File: config.mk
export PLATFORM = sky130hd
export DESIGN_NAME = coreriscv_axi4_client_acquire_arbiter_flat
export DESIGN_NICKNAME = d
export VERILOG_FILES = /design/src/rtl/coreriscv_axi4_client_acquire_arbiter_if.sv /design/src/rtl/coreriscv_axi4_client_acquire_arbiter.sv /design/src/flat_wrapper.sv
export SDC_FILE = /design/constraint.sdc
export NUM_CORES = 1
export LEC_CHECK = 0
export CORE_AREA = 8 8 222 224
export CTS_CLUSTER_SIZE = 28
export DETAILED_ROUTE_END_ITERATION = 7
export DIE_AREA = 0 0 230 232
export PLACE_DENSITY_LB_ADDON = 0.25
export RECOVER_POWER = 100
export SYNTH_ARGS = -nofsm -noshare
export SYNTH_HDL_FRONTEND = slang
export SYNTH_SLANG_ARGS = --single-unit
File: constraint.sdc
create_clock -name clk -period 5.6 [get_ports clk]
set_clock_uncertainty 0.2 [all_clocks]
set_input_delay 1.12 -clock clk [delete_from_list [all_inputs] [get_ports clk]]
set_output_delay 1.12 -clock clk [all_outputs]
set_load 0.01 [all_outputs]
File: src/rtl/coreriscv_axi4_client_acquire_arbiter_if.sv
`default_nettype none
// ============================================================================
// Module   : coreriscv_axi4_client_acquire_arbiter_if
// Purpose  : Bundle of TileLink uncached channels around the two-client
//            acquire arbiter: two inner requester ports (acquire in,
//            grant out, finish in) and one outer client port (acquire out,
//            grant in, finish out).
// Modports : slave  - the arbiter side (takes inner requests, drives outer)
//            master - the environment side (requesters + outer manager)
// Ports    : NBEATS sets the addr_beat width ($clog2(NBEATS) bits).
// Revision : 1.0 - initial release
// ============================================================================
interface coreriscv_axi4_client_acquire_arbiter_if #(
    parameter int NBEATS = 8
);
    localparam int c_beat_w = $clog2(NBEATS);

    // ---------------- inner port 0 ----------------
    logic                io_in0_acquire_ready;
    logic                io_in0_acquire_valid;
    logic [25:0]         io_in0_acquire_bits_addr_block;
    logic [0:0]          io_in0_acquire_bits_client_xact_id;
    logic [c_beat_w-1:0] io_in0_acquire_bits_addr_beat;
    logic                io_in0_acquire_bits_is_builtin_type;
    logic [2:0]          io_in0_acquire_bits_a_type;
    logic [11:0]         io_in0_acquire_bits_union;
    logic [63:0]         io_in0_acquire_bits_data;

    logic                io_in0_grant_ready;
    logic                io_in0_grant_valid;
    logic [c_beat_w-1:0] io_in0_grant_bits_addr_beat;
    logic [0:0]          io_in0_grant_bits_client_xact_id;
    logic                io_in0_grant_bits_manager_xact_id;
    logic                io_in0_grant_bits_is_builtin_type;
    logic [3:0]          io_in0_grant_bits_g_type;
    logic [63:0]         io_in0_grant_bits_data;
    logic                io_in0_grant_bits_manager_id;

    logic                io_in0_finish_ready;
    logic                io_in0_finish_valid;
    logic                io_in0_finish_bits_manager_xact_id;
    logic                io_in0_finish_bits_manager_id;

    // ---------------- inner port 1 ----------------
    logic                io_in1_acquire_ready;
    logic                io_in1_acquire_valid;
    logic [25:0]         io_in1_acquire_bits_addr_block;
    logic [0:0]          io_in1_acquire_bits_client_xact_id;
    logic [c_beat_w-1:0] io_in1_acquire_bits_addr_beat;
    logic                io_in1_acquire_bits_is_builtin_type;
    logic [2:0]          io_in1_acquire_bits_a_type;
    logic [11:0]         io_in1_acquire_bits_union;
    logic [63:0]         io_in1_acquire_bits_data;

    logic                io_in1_grant_ready;
    logic                io_in1_grant_valid;
    logic [c_beat_w-1:0] io_in1_grant_bits_addr_beat;
    logic [0:0]          io_in1_grant_bits_client_xact_id;
    logic                io_in1_grant_bits_manager_xact_id;
    logic                io_in1_grant_bits_is_builtin_type;
    logic [3:0]          io_in1_grant_bits_g_type;
    logic [63:0]         io_in1_grant_bits_data;
    logic                io_in1_grant_bits_manager_id;

    logic                io_in1_finish_ready;
    logic                io_in1_finish_valid;
    logic                io_in1_finish_bits_manager_xact_id;
    logic                io_in1_finish_bits_manager_id;

    // ---------------- outer client port ----------------
    logic                io_outer_acquire_ready;
    logic                io_outer_acquire_valid;
    logic [25:0]         io_outer_acquire_bits_addr_block;
    logic [1:0]          io_outer_acquire_bits_client_xact_id;
    logic [c_beat_w-1:0] io_outer_acquire_bits_addr_beat;
    logic                io_outer_acquire_bits_is_builtin_type;
    logic [2:0]          io_outer_acquire_bits_a_type;
    logic [11:0]         io_outer_acquire_bits_union;
    logic [63:0]         io_outer_acquire_bits_data;

    logic                io_outer_grant_ready;
    logic                io_outer_grant_valid;
    logic [c_beat_w-1:0] io_outer_grant_bits_addr_beat;
    logic [1:0]          io_outer_grant_bits_client_xact_id;
    logic                io_outer_grant_bits_manager_xact_id;
    logic                io_outer_grant_bits_is_builtin_type;
    logic [3:0]          io_outer_grant_bits_g_type;
    logic [63:0]         io_outer_grant_bits_data;
    logic                io_outer_grant_bits_manager_id;

    logic                io_outer_finish_ready;
    logic                io_outer_finish_valid;
    logic                io_outer_finish_bits_manager_xact_id;
    logic                io_outer_finish_bits_manager_id;

    modport slave (
        output io_in0_acquire_ready,
        input  io_in0_acquire_valid, io_in0_acquire_bits_addr_block,
               io_in0_acquire_bits_client_xact_id, io_in0_acquire_bits_addr_beat,
               io_in0_acquire_bits_is_builtin_type, io_in0_acquire_bits_a_type,
               io_in0_acquire_bits_union, io_in0_acquire_bits_data,
        input  io_in0_grant_ready,
        output io_in0_grant_valid, io_in0_grant_bits_addr_beat,
               io_in0_grant_bits_client_xact_id, io_in0_grant_bits_manager_xact_id,
               io_in0_grant_bits_is_builtin_type, io_in0_grant_bits_g_type,
               io_in0_grant_bits_data, io_in0_grant_bits_manager_id,
        output io_in0_finish_ready,
        input  io_in0_finish_valid, io_in0_finish_bits_manager_xact_id,
               io_in0_finish_bits_manager_id,

        output io_in1_acquire_ready,
        input  io_in1_acquire_valid, io_in1_acquire_bits_addr_block,
               io_in1_acquire_bits_client_xact_id, io_in1_acquire_bits_addr_beat,
               io_in1_acquire_bits_is_builtin_type, io_in1_acquire_bits_a_type,
               io_in1_acquire_bits_union, io_in1_acquire_bits_data,
        input  io_in1_grant_ready,
        output io_in1_grant_valid, io_in1_grant_bits_addr_beat,
               io_in1_grant_bits_client_xact_id, io_in1_grant_bits_manager_xact_id,
               io_in1_grant_bits_is_builtin_type, io_in1_grant_bits_g_type,
               io_in1_grant_bits_data, io_in1_grant_bits_manager_id,
        output io_in1_finish_ready,
        input  io_in1_finish_valid, io_in1_finish_bits_manager_xact_id,
               io_in1_finish_bits_manager_id,

        input  io_outer_acquire_ready,
        output io_outer_acquire_valid, io_outer_acquire_bits_addr_block,
               io_outer_acquire_bits_client_xact_id, io_outer_acquire_bits_addr_beat,
               io_outer_acquire_bits_is_builtin_type, io_outer_acquire_bits_a_type,
               io_outer_acquire_bits_union, io_outer_acquire_bits_data,
        output io_outer_grant_ready,
        input  io_outer_grant_valid, io_outer_grant_bits_addr_beat,
               io_outer_grant_bits_client_xact_id, io_outer_grant_bits_manager_xact_id,
               io_outer_grant_bits_is_builtin_type, io_outer_grant_bits_g_type,
               io_outer_grant_bits_data, io_outer_grant_bits_manager_id,
        input  io_outer_finish_ready,
        output io_outer_finish_valid, io_outer_finish_bits_manager_xact_id,
               io_outer_finish_bits_manager_id
    );

    modport master (
        input  io_in0_acquire_ready,
        output io_in0_acquire_valid, io_in0_acquire_bits_addr_block,
               io_in0_acquire_bits_client_xact_id, io_in0_acquire_bits_addr_beat,
               io_in0_acquire_bits_is_builtin_type, io_in0_acquire_bits_a_type,
               io_in0_acquire_bits_union, io_in0_acquire_bits_data,
        output io_in0_grant_ready,
        input  io_in0_grant_valid, io_in0_grant_bits_addr_beat,
               io_in0_grant_bits_client_xact_id, io_in0_grant_bits_manager_xact_id,
               io_in0_grant_bits_is_builtin_type, io_in0_grant_bits_g_type,
               io_in0_grant_bits_data, io_in0_grant_bits_manager_id,
        input  io_in0_finish_ready,
        output io_in0_finish_valid, io_in0_finish_bits_manager_xact_id,
               io_in0_finish_bits_manager_id,

        input  io_in1_acquire_ready,
        output io_in1_acquire_valid, io_in1_acquire_bits_addr_block,
               io_in1_acquire_bits_client_xact_id, io_in1_acquire_bits_addr_beat,
               io_in1_acquire_bits_is_builtin_type, io_in1_acquire_bits_a_type,
               io_in1_acquire_bits_union, io_in1_acquire_bits_data,
        output io_in1_grant_ready,
        input  io_in1_grant_valid, io_in1_grant_bits_addr_beat,
               io_in1_grant_bits_client_xact_id, io_in1_grant_bits_manager_xact_id,
               io_in1_grant_bits_is_builtin_type, io_in1_grant_bits_g_type,
               io_in1_grant_bits_data, io_in1_grant_bits_manager_id,
        input  io_in1_finish_ready,
        output io_in1_finish_valid, io_in1_finish_bits_manager_xact_id,
               io_in1_finish_bits_manager_id,

        output io_outer_acquire_ready,
        input  io_outer_acquire_valid, io_outer_acquire_bits_addr_block,
               io_outer_acquire_bits_client_xact_id, io_outer_acquire_bits_addr_beat,
               io_outer_acquire_bits_is_builtin_type, io_outer_acquire_bits_a_type,
               io_outer_acquire_bits_union, io_outer_acquire_bits_data,
        input  io_outer_grant_ready,
        output io_outer_grant_valid, io_outer_grant_bits_addr_beat,
               io_outer_grant_bits_client_xact_id, io_outer_grant_bits_manager_xact_id,
               io_outer_grant_bits_is_builtin_type, io_outer_grant_bits_g_type,
               io_outer_grant_bits_data, io_outer_grant_bits_manager_id,
        output io_outer_finish_ready,
        input  io_outer_finish_valid, io_outer_finish_bits_manager_xact_id,
               io_outer_finish_bits_manager_id
    );
endinterface
`default_nettype wire

File: src/rtl/coreriscv_axi4_client_acquire_arbiter.sv
`default_nettype none
// ============================================================================
// Module   : coreriscv_axi4_client_acquire_arbiter
// Purpose  : Shares one outer TileLink client port between two inner
//            requesters. Acquires are arbitrated round-robin, with
//            multi-beat putBlocks locked to their port until the last beat.
//            The winning port index is prepended to client_xact_id so that
//            grants can be steered back; finishes merge with port 0 first.
// Ports    : clk   - single clock, rising edge
//            reset - synchronous, active-high; gates every valid/ready output
//            bus   - channel bundle (slave modport): inner acquire/grant/
//                    finish for ports 0 and 1, outer acquire/grant/finish
// Revision : 1.0 - initial release
// ============================================================================
module coreriscv_axi4_client_acquire_arbiter #(
    parameter int NBEATS = 8
) (
    input  logic clk,
    input  logic reset,
    coreriscv_axi4_client_acquire_arbiter_if.slave bus
);

    localparam int                  c_beat_w        = $clog2(NBEATS);
    localparam logic [c_beat_w-1:0] c_last_beat     = c_beat_w'(NBEATS - 1);
    localparam logic [c_beat_w-1:0] c_first_beat    = c_beat_w'(1);
    localparam logic [2:0]          c_put_block     = 3'd3;

    // ------------------------------------------------------------------
    // Arbitration state
    // ------------------------------------------------------------------
    logic                r_last_port;
    logic                r_locked;
    logic                r_lock_port;
    logic [c_beat_w-1:0] r_beat_cnt;

    // ------------------------------------------------------------------
    // Acquire selection. sel depends only on state and the inner valids,
    // never on outer ready, so a stalled beat keeps its port and no
    // ready->valid loop can form through the arbiter.
    // ------------------------------------------------------------------
    logic                w_sel;
    logic                w_sel_valid;
    logic                w_sel_multi;
    logic                w_acq_fire;

    always_comb begin
        w_sel = 1'b0;
        if (r_locked) begin
            w_sel = r_lock_port;
        end else if (bus.io_in0_acquire_valid && bus.io_in1_acquire_valid) begin
            w_sel = ~r_last_port;
        end else if (bus.io_in1_acquire_valid) begin
            w_sel = 1'b1;
        end
    end

    always_comb begin
        w_sel_valid = bus.io_in0_acquire_valid;
        bus.io_outer_acquire_bits_addr_block      = bus.io_in0_acquire_bits_addr_block;
        bus.io_outer_acquire_bits_client_xact_id  = {1'b0, bus.io_in0_acquire_bits_client_xact_id};
        bus.io_outer_acquire_bits_addr_beat       = bus.io_in0_acquire_bits_addr_beat;
        bus.io_outer_acquire_bits_is_builtin_type = bus.io_in0_acquire_bits_is_builtin_type;
        bus.io_outer_acquire_bits_a_type          = bus.io_in0_acquire_bits_a_type;
        bus.io_outer_acquire_bits_union           = bus.io_in0_acquire_bits_union;
        bus.io_outer_acquire_bits_data            = bus.io_in0_acquire_bits_data;
        if (w_sel) begin
            w_sel_valid = bus.io_in1_acquire_valid;
            bus.io_outer_acquire_bits_addr_block      = bus.io_in1_acquire_bits_addr_block;
            bus.io_outer_acquire_bits_client_xact_id  = {1'b1, bus.io_in1_acquire_bits_client_xact_id};
            bus.io_outer_acquire_bits_addr_beat       = bus.io_in1_acquire_bits_addr_beat;
            bus.io_outer_acquire_bits_is_builtin_type = bus.io_in1_acquire_bits_is_builtin_type;
            bus.io_outer_acquire_bits_a_type          = bus.io_in1_acquire_bits_a_type;
            bus.io_outer_acquire_bits_union           = bus.io_in1_acquire_bits_union;
            bus.io_outer_acquire_bits_data            = bus.io_in1_acquire_bits_data;
        end
    end

    // Only a built-in putBlock spans several beats; everything else is one.
    assign w_sel_multi = bus.io_outer_acquire_bits_is_builtin_type &&
                         (bus.io_outer_acquire_bits_a_type == c_put_block);

    assign bus.io_outer_acquire_valid = !reset && w_sel_valid;
    assign bus.io_in0_acquire_ready   = !reset && bus.io_outer_acquire_ready && !w_sel;
    assign bus.io_in1_acquire_ready   = !reset && bus.io_outer_acquire_ready &&  w_sel;
    assign w_acq_fire                 = bus.io_outer_acquire_valid && bus.io_outer_acquire_ready;

    // ------------------------------------------------------------------
    // State update. Nothing moves on a stalled beat. The first putBlock
    // beat opens the lock with the counter already at 1, so the lock drops
    // when the counter reaches the last beat index and wraps back to 0.
    // ------------------------------------------------------------------
    always_ff @(posedge clk) begin
        if (reset) begin
            r_last_port <= 1'b1;
            r_locked    <= 1'b0;
            r_lock_port <= 1'b0;
            r_beat_cnt  <= '0;
        end else if (w_acq_fire) begin
            if (r_locked) begin
                r_beat_cnt <= r_beat_cnt + c_first_beat;
                if (r_beat_cnt == c_last_beat) begin
                    r_locked <= 1'b0;
                end
            end else begin
                r_last_port <= w_sel;
                if (w_sel_multi) begin
                    r_locked    <= 1'b1;
                    r_lock_port <= w_sel;
                    r_beat_cnt  <= c_first_beat;
                end
            end
        end
    end

    // ------------------------------------------------------------------
    // Grant steering: the top xact_id bit names the requester; grants are
    // stateless and routed beat by beat.
    // ------------------------------------------------------------------
    logic w_grant_dst;

    assign w_grant_dst = bus.io_outer_grant_bits_client_xact_id[1];

    assign bus.io_in0_grant_valid   = !reset && bus.io_outer_grant_valid && !w_grant_dst;
    assign bus.io_in1_grant_valid   = !reset && bus.io_outer_grant_valid &&  w_grant_dst;
    assign bus.io_outer_grant_ready = !reset && (w_grant_dst ? bus.io_in1_grant_ready
                                                             : bus.io_in0_grant_ready);

    assign bus.io_in0_grant_bits_addr_beat       = bus.io_outer_grant_bits_addr_beat;
    assign bus.io_in0_grant_bits_client_xact_id  = bus.io_outer_grant_bits_client_xact_id[0];
    assign bus.io_in0_grant_bits_manager_xact_id = bus.io_outer_grant_bits_manager_xact_id;
    assign bus.io_in0_grant_bits_is_builtin_type = bus.io_outer_grant_bits_is_builtin_type;
    assign bus.io_in0_grant_bits_g_type          = bus.io_outer_grant_bits_g_type;
    assign bus.io_in0_grant_bits_data            = bus.io_outer_grant_bits_data;
    assign bus.io_in0_grant_bits_manager_id      = bus.io_outer_grant_bits_manager_id;

    assign bus.io_in1_grant_bits_addr_beat       = bus.io_outer_grant_bits_addr_beat;
    assign bus.io_in1_grant_bits_client_xact_id  = bus.io_outer_grant_bits_client_xact_id[0];
    assign bus.io_in1_grant_bits_manager_xact_id = bus.io_outer_grant_bits_manager_xact_id;
    assign bus.io_in1_grant_bits_is_builtin_type = bus.io_outer_grant_bits_is_builtin_type;
    assign bus.io_in1_grant_bits_g_type          = bus.io_outer_grant_bits_g_type;
    assign bus.io_in1_grant_bits_data            = bus.io_outer_grant_bits_data;
    assign bus.io_in1_grant_bits_manager_id      = bus.io_outer_grant_bits_manager_id;

    // ------------------------------------------------------------------
    // Finish merge: fixed priority, port 0 first, single beat each.
    // ------------------------------------------------------------------
    assign bus.io_outer_finish_valid = !reset &&
                                       (bus.io_in0_finish_valid || bus.io_in1_finish_valid);
    assign bus.io_outer_finish_bits_manager_xact_id =
        bus.io_in0_finish_valid ? bus.io_in0_finish_bits_manager_xact_id
                                : bus.io_in1_finish_bits_manager_xact_id;
    assign bus.io_outer_finish_bits_manager_id =
        bus.io_in0_finish_valid ? bus.io_in0_finish_bits_manager_id
                                : bus.io_in1_finish_bits_manager_id;
    assign bus.io_in0_finish_ready = !reset && bus.io_outer_finish_ready;
    assign bus.io_in1_finish_ready = !reset && bus.io_outer_finish_ready &&
                                     !bus.io_in0_finish_valid;

endmodule
`default_nettype wire

File: src/flat_wrapper.sv
// flat-port wrapper written by rule: the top's interface ports become plain ports
module coreriscv_axi4_client_acquire_arbiter_flat 
#(
    parameter int NBEATS = 8
)
  (clk, reset, bus_io_in0_acquire_ready, bus_io_in0_acquire_valid, bus_io_in0_acquire_bits_addr_block, bus_io_in0_acquire_bits_client_xact_id, bus_io_in0_acquire_bits_addr_beat, bus_io_in0_acquire_bits_is_builtin_type, bus_io_in0_acquire_bits_a_type, bus_io_in0_acquire_bits_union, bus_io_in0_acquire_bits_data, bus_io_in0_grant_ready, bus_io_in0_grant_valid, bus_io_in0_grant_bits_addr_beat, bus_io_in0_grant_bits_client_xact_id, bus_io_in0_grant_bits_manager_xact_id, bus_io_in0_grant_bits_is_builtin_type, bus_io_in0_grant_bits_g_type, bus_io_in0_grant_bits_data, bus_io_in0_grant_bits_manager_id, bus_io_in0_finish_ready, bus_io_in0_finish_valid, bus_io_in0_finish_bits_manager_xact_id, bus_io_in0_finish_bits_manager_id, bus_io_in1_acquire_ready, bus_io_in1_acquire_valid, bus_io_in1_acquire_bits_addr_block, bus_io_in1_acquire_bits_client_xact_id, bus_io_in1_acquire_bits_addr_beat, bus_io_in1_acquire_bits_is_builtin_type, bus_io_in1_acquire_bits_a_type, bus_io_in1_acquire_bits_union, bus_io_in1_acquire_bits_data, bus_io_in1_grant_ready, bus_io_in1_grant_valid, bus_io_in1_grant_bits_addr_beat, bus_io_in1_grant_bits_client_xact_id, bus_io_in1_grant_bits_manager_xact_id, bus_io_in1_grant_bits_is_builtin_type, bus_io_in1_grant_bits_g_type, bus_io_in1_grant_bits_data, bus_io_in1_grant_bits_manager_id, bus_io_in1_finish_ready, bus_io_in1_finish_valid, bus_io_in1_finish_bits_manager_xact_id, bus_io_in1_finish_bits_manager_id, bus_io_outer_acquire_ready, bus_io_outer_acquire_valid, bus_io_outer_acquire_bits_addr_block, bus_io_outer_acquire_bits_client_xact_id, bus_io_outer_acquire_bits_addr_beat, bus_io_outer_acquire_bits_is_builtin_type, bus_io_outer_acquire_bits_a_type, bus_io_outer_acquire_bits_union, bus_io_outer_acquire_bits_data, bus_io_outer_grant_ready, bus_io_outer_grant_valid, bus_io_outer_grant_bits_addr_beat, bus_io_outer_grant_bits_client_xact_id, bus_io_outer_grant_bits_manager_xact_id, bus_io_outer_grant_bits_is_builtin_type, bus_io_outer_grant_bits_g_type, bus_io_outer_grant_bits_data, bus_io_outer_grant_bits_manager_id, bus_io_outer_finish_ready, bus_io_outer_finish_valid, bus_io_outer_finish_bits_manager_xact_id, bus_io_outer_finish_bits_manager_id);
  coreriscv_axi4_client_acquire_arbiter_if #(.NBEATS(NBEATS)) bus_i ();
  input  logic clk;
  input  logic reset;
  output wire logic [$bits(bus_i.io_in0_acquire_ready)-1:0] bus_io_in0_acquire_ready;
  input wire logic [$bits(bus_i.io_in0_acquire_valid)-1:0] bus_io_in0_acquire_valid;
  input wire logic [$bits(bus_i.io_in0_acquire_bits_addr_block)-1:0] bus_io_in0_acquire_bits_addr_block;
  input wire logic [$bits(bus_i.io_in0_acquire_bits_client_xact_id)-1:0] bus_io_in0_acquire_bits_client_xact_id;
  input wire logic [$bits(bus_i.io_in0_acquire_bits_addr_beat)-1:0] bus_io_in0_acquire_bits_addr_beat;
  input wire logic [$bits(bus_i.io_in0_acquire_bits_is_builtin_type)-1:0] bus_io_in0_acquire_bits_is_builtin_type;
  input wire logic [$bits(bus_i.io_in0_acquire_bits_a_type)-1:0] bus_io_in0_acquire_bits_a_type;
  input wire logic [$bits(bus_i.io_in0_acquire_bits_union)-1:0] bus_io_in0_acquire_bits_union;
  input wire logic [$bits(bus_i.io_in0_acquire_bits_data)-1:0] bus_io_in0_acquire_bits_data;
  input wire logic [$bits(bus_i.io_in0_grant_ready)-1:0] bus_io_in0_grant_ready;
  output wire logic [$bits(bus_i.io_in0_grant_valid)-1:0] bus_io_in0_grant_valid;
  output wire logic [$bits(bus_i.io_in0_grant_bits_addr_beat)-1:0] bus_io_in0_grant_bits_addr_beat;
  output wire logic [$bits(bus_i.io_in0_grant_bits_client_xact_id)-1:0] bus_io_in0_grant_bits_client_xact_id;
  output wire logic [$bits(bus_i.io_in0_grant_bits_manager_xact_id)-1:0] bus_io_in0_grant_bits_manager_xact_id;
  output wire logic [$bits(bus_i.io_in0_grant_bits_is_builtin_type)-1:0] bus_io_in0_grant_bits_is_builtin_type;
  output wire logic [$bits(bus_i.io_in0_grant_bits_g_type)-1:0] bus_io_in0_grant_bits_g_type;
  output wire logic [$bits(bus_i.io_in0_grant_bits_data)-1:0] bus_io_in0_grant_bits_data;
  output wire logic [$bits(bus_i.io_in0_grant_bits_manager_id)-1:0] bus_io_in0_grant_bits_manager_id;
  output wire logic [$bits(bus_i.io_in0_finish_ready)-1:0] bus_io_in0_finish_ready;
  input wire logic [$bits(bus_i.io_in0_finish_valid)-1:0] bus_io_in0_finish_valid;
  input wire logic [$bits(bus_i.io_in0_finish_bits_manager_xact_id)-1:0] bus_io_in0_finish_bits_manager_xact_id;
  input wire logic [$bits(bus_i.io_in0_finish_bits_manager_id)-1:0] bus_io_in0_finish_bits_manager_id;
  output wire logic [$bits(bus_i.io_in1_acquire_ready)-1:0] bus_io_in1_acquire_ready;
  input wire logic [$bits(bus_i.io_in1_acquire_valid)-1:0] bus_io_in1_acquire_valid;
  input wire logic [$bits(bus_i.io_in1_acquire_bits_addr_block)-1:0] bus_io_in1_acquire_bits_addr_block;
  input wire logic [$bits(bus_i.io_in1_acquire_bits_client_xact_id)-1:0] bus_io_in1_acquire_bits_client_xact_id;
  input wire logic [$bits(bus_i.io_in1_acquire_bits_addr_beat)-1:0] bus_io_in1_acquire_bits_addr_beat;
  input wire logic [$bits(bus_i.io_in1_acquire_bits_is_builtin_type)-1:0] bus_io_in1_acquire_bits_is_builtin_type;
  input wire logic [$bits(bus_i.io_in1_acquire_bits_a_type)-1:0] bus_io_in1_acquire_bits_a_type;
  input wire logic [$bits(bus_i.io_in1_acquire_bits_union)-1:0] bus_io_in1_acquire_bits_union;
  input wire logic [$bits(bus_i.io_in1_acquire_bits_data)-1:0] bus_io_in1_acquire_bits_data;
  input wire logic [$bits(bus_i.io_in1_grant_ready)-1:0] bus_io_in1_grant_ready;
  output wire logic [$bits(bus_i.io_in1_grant_valid)-1:0] bus_io_in1_grant_valid;
  output wire logic [$bits(bus_i.io_in1_grant_bits_addr_beat)-1:0] bus_io_in1_grant_bits_addr_beat;
  output wire logic [$bits(bus_i.io_in1_grant_bits_client_xact_id)-1:0] bus_io_in1_grant_bits_client_xact_id;
  output wire logic [$bits(bus_i.io_in1_grant_bits_manager_xact_id)-1:0] bus_io_in1_grant_bits_manager_xact_id;
  output wire logic [$bits(bus_i.io_in1_grant_bits_is_builtin_type)-1:0] bus_io_in1_grant_bits_is_builtin_type;
  output wire logic [$bits(bus_i.io_in1_grant_bits_g_type)-1:0] bus_io_in1_grant_bits_g_type;
  output wire logic [$bits(bus_i.io_in1_grant_bits_data)-1:0] bus_io_in1_grant_bits_data;
  output wire logic [$bits(bus_i.io_in1_grant_bits_manager_id)-1:0] bus_io_in1_grant_bits_manager_id;
  output wire logic [$bits(bus_i.io_in1_finish_ready)-1:0] bus_io_in1_finish_ready;
  input wire logic [$bits(bus_i.io_in1_finish_valid)-1:0] bus_io_in1_finish_valid;
  input wire logic [$bits(bus_i.io_in1_finish_bits_manager_xact_id)-1:0] bus_io_in1_finish_bits_manager_xact_id;
  input wire logic [$bits(bus_i.io_in1_finish_bits_manager_id)-1:0] bus_io_in1_finish_bits_manager_id;
  input wire logic [$bits(bus_i.io_outer_acquire_ready)-1:0] bus_io_outer_acquire_ready;
  output wire logic [$bits(bus_i.io_outer_acquire_valid)-1:0] bus_io_outer_acquire_valid;
  output wire logic [$bits(bus_i.io_outer_acquire_bits_addr_block)-1:0] bus_io_outer_acquire_bits_addr_block;
  output wire logic [$bits(bus_i.io_outer_acquire_bits_client_xact_id)-1:0] bus_io_outer_acquire_bits_client_xact_id;
  output wire logic [$bits(bus_i.io_outer_acquire_bits_addr_beat)-1:0] bus_io_outer_acquire_bits_addr_beat;
  output wire logic [$bits(bus_i.io_outer_acquire_bits_is_builtin_type)-1:0] bus_io_outer_acquire_bits_is_builtin_type;
  output wire logic [$bits(bus_i.io_outer_acquire_bits_a_type)-1:0] bus_io_outer_acquire_bits_a_type;
  output wire logic [$bits(bus_i.io_outer_acquire_bits_union)-1:0] bus_io_outer_acquire_bits_union;
  output wire logic [$bits(bus_i.io_outer_acquire_bits_data)-1:0] bus_io_outer_acquire_bits_data;
  output wire logic [$bits(bus_i.io_outer_grant_ready)-1:0] bus_io_outer_grant_ready;
  input wire logic [$bits(bus_i.io_outer_grant_valid)-1:0] bus_io_outer_grant_valid;
  input wire logic [$bits(bus_i.io_outer_grant_bits_addr_beat)-1:0] bus_io_outer_grant_bits_addr_beat;
  input wire logic [$bits(bus_i.io_outer_grant_bits_client_xact_id)-1:0] bus_io_outer_grant_bits_client_xact_id;
  input wire logic [$bits(bus_i.io_outer_grant_bits_manager_xact_id)-1:0] bus_io_outer_grant_bits_manager_xact_id;
  input wire logic [$bits(bus_i.io_outer_grant_bits_is_builtin_type)-1:0] bus_io_outer_grant_bits_is_builtin_type;
  input wire logic [$bits(bus_i.io_outer_grant_bits_g_type)-1:0] bus_io_outer_grant_bits_g_type;
  input wire logic [$bits(bus_i.io_outer_grant_bits_data)-1:0] bus_io_outer_grant_bits_data;
  input wire logic [$bits(bus_i.io_outer_grant_bits_manager_id)-1:0] bus_io_outer_grant_bits_manager_id;
  input wire logic [$bits(bus_i.io_outer_finish_ready)-1:0] bus_io_outer_finish_ready;
  output wire logic [$bits(bus_i.io_outer_finish_valid)-1:0] bus_io_outer_finish_valid;
  output wire logic [$bits(bus_i.io_outer_finish_bits_manager_xact_id)-1:0] bus_io_outer_finish_bits_manager_xact_id;
  output wire logic [$bits(bus_i.io_outer_finish_bits_manager_id)-1:0] bus_io_outer_finish_bits_manager_id;
  assign bus_io_in0_acquire_ready = bus_i.io_in0_acquire_ready;
  assign bus_i.io_in0_acquire_valid = bus_io_in0_acquire_valid;
  assign bus_i.io_in0_acquire_bits_addr_block = bus_io_in0_acquire_bits_addr_block;
  assign bus_i.io_in0_acquire_bits_client_xact_id = bus_io_in0_acquire_bits_client_xact_id;
  assign bus_i.io_in0_acquire_bits_addr_beat = bus_io_in0_acquire_bits_addr_beat;
  assign bus_i.io_in0_acquire_bits_is_builtin_type = bus_io_in0_acquire_bits_is_builtin_type;
  assign bus_i.io_in0_acquire_bits_a_type = bus_io_in0_acquire_bits_a_type;
  assign bus_i.io_in0_acquire_bits_union = bus_io_in0_acquire_bits_union;
  assign bus_i.io_in0_acquire_bits_data = bus_io_in0_acquire_bits_data;
  assign bus_i.io_in0_grant_ready = bus_io_in0_grant_ready;
  assign bus_io_in0_grant_valid = bus_i.io_in0_grant_valid;
  assign bus_io_in0_grant_bits_addr_beat = bus_i.io_in0_grant_bits_addr_beat;
  assign bus_io_in0_grant_bits_client_xact_id = bus_i.io_in0_grant_bits_client_xact_id;
  assign bus_io_in0_grant_bits_manager_xact_id = bus_i.io_in0_grant_bits_manager_xact_id;
  assign bus_io_in0_grant_bits_is_builtin_type = bus_i.io_in0_grant_bits_is_builtin_type;
  assign bus_io_in0_grant_bits_g_type = bus_i.io_in0_grant_bits_g_type;
  assign bus_io_in0_grant_bits_data = bus_i.io_in0_grant_bits_data;
  assign bus_io_in0_grant_bits_manager_id = bus_i.io_in0_grant_bits_manager_id;
  assign bus_io_in0_finish_ready = bus_i.io_in0_finish_ready;
  assign bus_i.io_in0_finish_valid = bus_io_in0_finish_valid;
  assign bus_i.io_in0_finish_bits_manager_xact_id = bus_io_in0_finish_bits_manager_xact_id;
  assign bus_i.io_in0_finish_bits_manager_id = bus_io_in0_finish_bits_manager_id;
  assign bus_io_in1_acquire_ready = bus_i.io_in1_acquire_ready;
  assign bus_i.io_in1_acquire_valid = bus_io_in1_acquire_valid;
  assign bus_i.io_in1_acquire_bits_addr_block = bus_io_in1_acquire_bits_addr_block;
  assign bus_i.io_in1_acquire_bits_client_xact_id = bus_io_in1_acquire_bits_client_xact_id;
  assign bus_i.io_in1_acquire_bits_addr_beat = bus_io_in1_acquire_bits_addr_beat;
  assign bus_i.io_in1_acquire_bits_is_builtin_type = bus_io_in1_acquire_bits_is_builtin_type;
  assign bus_i.io_in1_acquire_bits_a_type = bus_io_in1_acquire_bits_a_type;
  assign bus_i.io_in1_acquire_bits_union = bus_io_in1_acquire_bits_union;
  assign bus_i.io_in1_acquire_bits_data = bus_io_in1_acquire_bits_data;
  assign bus_i.io_in1_grant_ready = bus_io_in1_grant_ready;
  assign bus_io_in1_grant_valid = bus_i.io_in1_grant_valid;
  assign bus_io_in1_grant_bits_addr_beat = bus_i.io_in1_grant_bits_addr_beat;
  assign bus_io_in1_grant_bits_client_xact_id = bus_i.io_in1_grant_bits_client_xact_id;
  assign bus_io_in1_grant_bits_manager_xact_id = bus_i.io_in1_grant_bits_manager_xact_id;
  assign bus_io_in1_grant_bits_is_builtin_type = bus_i.io_in1_grant_bits_is_builtin_type;
  assign bus_io_in1_grant_bits_g_type = bus_i.io_in1_grant_bits_g_type;
  assign bus_io_in1_grant_bits_data = bus_i.io_in1_grant_bits_data;
  assign bus_io_in1_grant_bits_manager_id = bus_i.io_in1_grant_bits_manager_id;
  assign bus_io_in1_finish_ready = bus_i.io_in1_finish_ready;
  assign bus_i.io_in1_finish_valid = bus_io_in1_finish_valid;
  assign bus_i.io_in1_finish_bits_manager_xact_id = bus_io_in1_finish_bits_manager_xact_id;
  assign bus_i.io_in1_finish_bits_manager_id = bus_io_in1_finish_bits_manager_id;
  assign bus_i.io_outer_acquire_ready = bus_io_outer_acquire_ready;
  assign bus_io_outer_acquire_valid = bus_i.io_outer_acquire_valid;
  assign bus_io_outer_acquire_bits_addr_block = bus_i.io_outer_acquire_bits_addr_block;
  assign bus_io_outer_acquire_bits_client_xact_id = bus_i.io_outer_acquire_bits_client_xact_id;
  assign bus_io_outer_acquire_bits_addr_beat = bus_i.io_outer_acquire_bits_addr_beat;
  assign bus_io_outer_acquire_bits_is_builtin_type = bus_i.io_outer_acquire_bits_is_builtin_type;
  assign bus_io_outer_acquire_bits_a_type = bus_i.io_outer_acquire_bits_a_type;
  assign bus_io_outer_acquire_bits_union = bus_i.io_outer_acquire_bits_union;
  assign bus_io_outer_acquire_bits_data = bus_i.io_outer_acquire_bits_data;
  assign bus_io_outer_grant_ready = bus_i.io_outer_grant_ready;
  assign bus_i.io_outer_grant_valid = bus_io_outer_grant_valid;
  assign bus_i.io_outer_grant_bits_addr_beat = bus_io_outer_grant_bits_addr_beat;
  assign bus_i.io_outer_grant_bits_client_xact_id = bus_io_outer_grant_bits_client_xact_id;
  assign bus_i.io_outer_grant_bits_manager_xact_id = bus_io_outer_grant_bits_manager_xact_id;
  assign bus_i.io_outer_grant_bits_is_builtin_type = bus_io_outer_grant_bits_is_builtin_type;
  assign bus_i.io_outer_grant_bits_g_type = bus_io_outer_grant_bits_g_type;
  assign bus_i.io_outer_grant_bits_data = bus_io_outer_grant_bits_data;
  assign bus_i.io_outer_grant_bits_manager_id = bus_io_outer_grant_bits_manager_id;
  assign bus_i.io_outer_finish_ready = bus_io_outer_finish_ready;
  assign bus_io_outer_finish_valid = bus_i.io_outer_finish_valid;
  assign bus_io_outer_finish_bits_manager_xact_id = bus_i.io_outer_finish_bits_manager_xact_id;
  assign bus_io_outer_finish_bits_manager_id = bus_i.io_outer_finish_bits_manager_id;
  coreriscv_axi4_client_acquire_arbiter #(.NBEATS(NBEATS)) u_core (.clk(clk), .reset(reset), .bus(bus_i));
endmodule
== Word level (Yosys, flattened, before mapping) ==
Index checks and enable logic that the tools add are counted.

* Multiplexer cells: 19
* Eq/ne operators: 2
* Bitwise gates (word level): 2
* Add/subtract/negate cells: 1
* Reductions and logical operators: 23

{| class="wikitable"
|+ Operators with widths
! operator !! count
|-
| 2-to-1 mux 64 bit || 1
|-
| 2-to-1 mux 26 bit || 1
|-
| logical AND 1 bit || 14
|-
| 2-to-1 mux 12 bit || 1
|-
| 2-to-1 mux 3 bit || 4
|-
| 2-to-1 mux 1 bit || 11
|-
| zero test 1 bit || 4
|-
| AND reduction 2 bit || 2
|-
| adder 3 x 1 -> 3 bit, second input constant || 1
|-
| == test 3 x 2 -> 1 bit, second input constant || 1
|-
| == test 3 bit, second input constant || 1
|-
| AND reduction 3 bit || 1
|-
| 2-to-1 mux 2 bit || 1
|-
| inverter 1 bit || 2
|-
| nonzero test 2 bit || 1
|-
| logical OR 1 bit || 1
|}

* Bits in registers: 6
* Input port bits: 311
* Logic and storage cells: 51
* Output and inout bits: 272

== Longest topological paths before layout ==
* Depth after elaboration: 8
* Depth in mapped cells: 6
* Mapped depth without buffers: 5

== Worst setup path after synthesis ==
No wires, ideal clock.

* Kind: input -> output
* From: input port bus_io_in1_acquire_valid
* To: output port bus_io_outer_acquire_bits_a_type[0]
* Cell stages on the path: 5
* Data required time: 4.280 ns
* Slack: 1.957 ns
* Buffers on the path: 2
* Data arrival time: 2.323 ns
* Cells stage by stage: nor2b_2 a21boi_2 buf_2 buf_2 mux2_2

* Longest elaborated chain between the ends: 4
* Elaborated cells between the ends (all ways): 5
* Classes of those cells: mux (4); reduce/logical (1)

{| class="wikitable"
|+ RTL lines
! element !! RTL line !! source
|-
| start, declared || flat_wrapper.sv:33 || <nowiki>input wire logic [$bits(bus_i.io_in1_acquire_valid)-1:0] bus_io_in1_acquire_valid;</nowiki>
|-
| 2-to-1 mux 1 bit or logical AND 1 bit (tied branches) || coreriscv_axi4_client_acquire_arbiter.sv:52, coreriscv_axi4_client_acquire_arbiter.sv:50 ||
|-
| 2-to-1 mux 1 bit * || coreriscv_axi4_client_acquire_arbiter.sv:50 || <nowiki>end else if (bus.io_in0_acquire_valid && bus.io_in1_acquire_valid) begin</nowiki>
|-
| 2-to-1 mux 1 bit * || coreriscv_axi4_client_acquire_arbiter.sv:48 || <nowiki>if (r_locked) begin</nowiki>
|-
| 2-to-1 mux 3 bit * || coreriscv_axi4_client_acquire_arbiter.sv:66 || <nowiki>if (w_sel) begin</nowiki>
|-
| end, declared || flat_wrapper.sv:60 || <nowiki>output wire logic [$bits(bus_i.io_outer_acquire_bits_a_type)-1:0] bus_io_outer_acquire_bits_a_type;</nowiki>
|}

Mark *: on every way between the ends. The rest lies on a longest branch, timed or not.

== Final worst setup path ==
* From: input port bus_io_in1_acquire_valid
* To: output port bus_io_outer_acquire_bits_addr_block[24]

* Longest elaborated chain between the ends: 4
* Elaborated cells between the ends (all ways): 5
* Classes of those cells: mux (4); reduce/logical (1)

{| class="wikitable"
|+ RTL lines
! element !! RTL line !! source
|-
| 2-to-1 mux 1 bit or logical AND 1 bit (tied branches) || coreriscv_axi4_client_acquire_arbiter.sv:52, coreriscv_axi4_client_acquire_arbiter.sv:50 ||
|-
| 2-to-1 mux 1 bit * || coreriscv_axi4_client_acquire_arbiter.sv:50 ||
|-
| 2-to-1 mux 1 bit * || coreriscv_axi4_client_acquire_arbiter.sv:48 ||
|-
| 2-to-1 mux 26 bit * || coreriscv_axi4_client_acquire_arbiter.sv:66 ||
|-
| end, declared || flat_wrapper.sv:56 || <nowiki>output wire logic [$bits(bus_i.io_outer_acquire_bits_addr_block)-1:0] bus_io_outer_acquire_bits_addr_block;</nowiki>
|}

Marks and branches as above.

==> results.yml <==
global_routing:
  groute.layer.met2.usage_pct: 12.9
  groute.layer.met3.usage_pct: 3.68
  overflow: 0
  grt_pass1_vias: 3617
  grt.busiest_layer: "met2"
  initial_antenna_violation_count: 3
  grt_pass1_wl_mm: 25.8
  global_route.usage.met1_pct: 5.53
  grt_max_degree: 60
  global_route.usage.total_pct: 6.56
cells_and_area:
  finish.utilization_pct: 13.4
  most-common-layout-cells: "clkdlybuf4s50_1 (265), mux2_2 (110), dlygate4sd3_1 (92)"
  fillcell_total: 5242
  area_growth_pct: 112
  drive_gt1_share_pct: 22.3
  sequential_cell_area_sq_um: 120
  layout.cells.most_common: "clkdlybuf4s50_1"
  multi_input_area_sq_mm: 0.00159
  finish.net_count: 844
min_path:
  min_path_type: "register to register"
power_and_ir_drop:
  cellPowerDensity_mw_per_mm2: 104
  clock_power_share_pct: 18.2
  p_switching_uw: 187
  report.power.total_uw: 640
  fraction_of_power_consumed_by_combinational_cells_pct: 74.9
  intPower_uw: 453
  ir_drop_worst_case_vdd_mv: 0.0665
  leakagePower_nw: 2.14
  p_sw_share_pct: 29.2
  seq_power_share_pct: 6.9
synth:
  synthesis.area_per_instance_sq_um: 8.80
  post-synth-top-area-cell: "mux2_2"
  synthDistinctLibCells: 29
  postSynthRegisterBits: 6
  complex_gate_fraction_of_the_synthesized_area_pct: 3.35
  synthesis.yosys.warnings: 0
  muxShareOfSynthArea_pct: 44.8
  synth_top_family_by_area: "multiplexers"
  synth-seq-area-share_pct: 4.12
  synth-xor-area-share_pct: 0
  postSynthCellCount: 331
  synth_top_area_share_pct: 43.3
  postSynthNetCount: 644
  post_synth_and_or_nand_nor_area_fraction_pct: 5.37
  yosys-top-cells-area: "mux2_2 (43%), buf_4 (39%), dfxtp_1 (4.1%), buf_2 (2.1%), mux2i_1 (1.0%)"
  synthAdderAreaFrac_pct: 0.859
  synthesis.area_sq_mm: 0.00291
timing:
  fmaxAchievable_mhz: 197
  layout_min_cycle_time_ns: 5.07
  worst_hold_slack_ns: 0.293
  setup_tns_ns: 0
  final.period_utilization_pct: 90.5
  worst-slew-pin-transition_ns: 0.885
  number_of_setup_violations_in_the_final_report: 0
  final_hold_viol_count: 0
  max-slew-margin-rel_pct: 40.6
  rsz0062_at_grt: "false"
  timing_max_transition_violations_final: 0
routing:
  wirelength_mm: 19.4
  vias_per_cell: 2.66
  vias: 3023
  drt_pass1_iterations: 4
  drt_iter0_markers: 45
  route.detailed.wl_per_inst_um: 17.1
  drc: 0
  drtAntennaViolNets: 0
floorplan:
  boundaryPins: 583
  die_area_sq_mm: 0.0534
  design.core.area_sq_mm: 0.0459
  std_cell_rows: 79
  start_util_pct: 6.35
  die_w_um: 230
  die_y_um: 232
clocking:
  cts-hold-fix-buffers: 0
  tritoncts: "yes"
  largest_buffer_count_on_any_clock_path: 2
  clock_tree.htree_level_count: 1
  tritoncts_num_sinks: 6
  clk_pin_slew_ns: 0.04
  cts_resized: 0
  cts.repair_timing.setup_buffer_count: 0
  clkLatencyLatePin_ns: 0.23
  library_cell_used_as_clock_root_buffer: "clkbuf_16"
  tritoncts_buffer_count: 3
job:
  drv.max_cap_violation_count: 0
critical_path:
  critical_path.startpoint_type: "input pin"
  critPathCaptureType: "output pin"
  timing.critical_path.required_ns: 4.28
  critPathArrivalTime_ns: 3.75
  worst-path-max-fanout: 29
  critical_setup_path_class: "input pin to output pin"
place:
  io_buffer_count: 357
  dp_hpwl_mm: 17.8
  gp_congestion: 0.686
run_status:
  run_status: "completed"
## worst max-delay path: stages
cell and delay [ns]:
clkdlybuf4s50_1 0.44, nor2b_1 0.19, a21boi_4 0.20, buf_12 0.21, clkbuf_2 0.64, mux2_2 0.41
clkdlybuf4s50_1 0.49
## logic make-up after synthesis
family | count (synthesis)
buf+inv | 167
mux | 116
simple gates | 26
compound gates | 14
flops | 6
fa+ha+maj | 2
## sequential cells by signal, indices dropped and copies added, names as in the netlist
register and count:
u_core.r_beat_cnt 3, u_core.r_locked 1, u_core.r_last_port 1, u_core.r_lock_port 1
## metrics by stage
stage | std cells | instance area, sq um | setup WS, ns
final | 1137 | 6170 | 0.533
after global routing | 1136 | 6170 | 0.402
after CTS | 1136 | 6180 | 0.777
after detailed placement | 1133 | 6100 | 0.778
after global placement | 1133 | 6100 | 0.771
after floorplan | 331 | 2910 | 1.96
## power by group through the flow
stage | logic [mW] | clock network, mW | registers (mW)
2_1_floorplan | 0.268 | 0 | 0.0447
3_3_place_gp | 0.515 | 0 | 0.0451
3_5_place_dp | 0.515 | 0 | 0.0449
4_1_cts | 0.519 | 0.119 | 0.0443
5_1_grt | 0.513 | 0.121 | 0.0444
6_report | 0.479 | 0.117 | 0.0443
## final timing paths
path | startpoint | to | slack (ns) | cells after the start
setup / recovery | bus_io_in1_acquire_valid | bus_io_outer_acquire_bits_addr_block[24] | 0.53 | 7
hold / removal | u_core.r_last_port | u_core.r_last_port | 0.29 | 2
setup reg to reg | u_core.r_locked | u_core.r_lock_port | 2.50 | 7
hold reg to reg | u_core.r_last_port | u_core.r_last_port | 0.29 | 2
## synth_stat cells, drive strengths merged
library cell / instances
a211oi: 2
a21boi: 1
a21oi: 4
a311oi: 1
a31oi: 3
and3b: 2
buf: 163
clkbuf: 2
dfxtp: 6
ha: 2
inv: 2
mux2: 113
mux2i: 3
nand2: 3
nand2b: 1
nand3: 1
nand3b: 2
nand4b: 2
nor2: 6
nor2b: 5
nor3: 2
nor3b: 1
o21ai: 2
o41ai: 1
or4b: 1
## layout make-up
type / count / share of cell area, %
timing repair buffer: 360 / 58.7
sequential: 6 / 1.95
tap: 607 / 12.3
inverter: 2 / 0.122
multi-input combinational: 158 / 25.7
antenna: 1 / 0.0406
clock buffer: 3 / 1.22
## per-layer routing
metal	routed length, um	up-vias
met5	24	-
met4	515	4
li1	-	1384
met3	2790	50
met1	5810	1265
met2	10300	320
No activity file was read; power rests on OpenSTA's default activity.
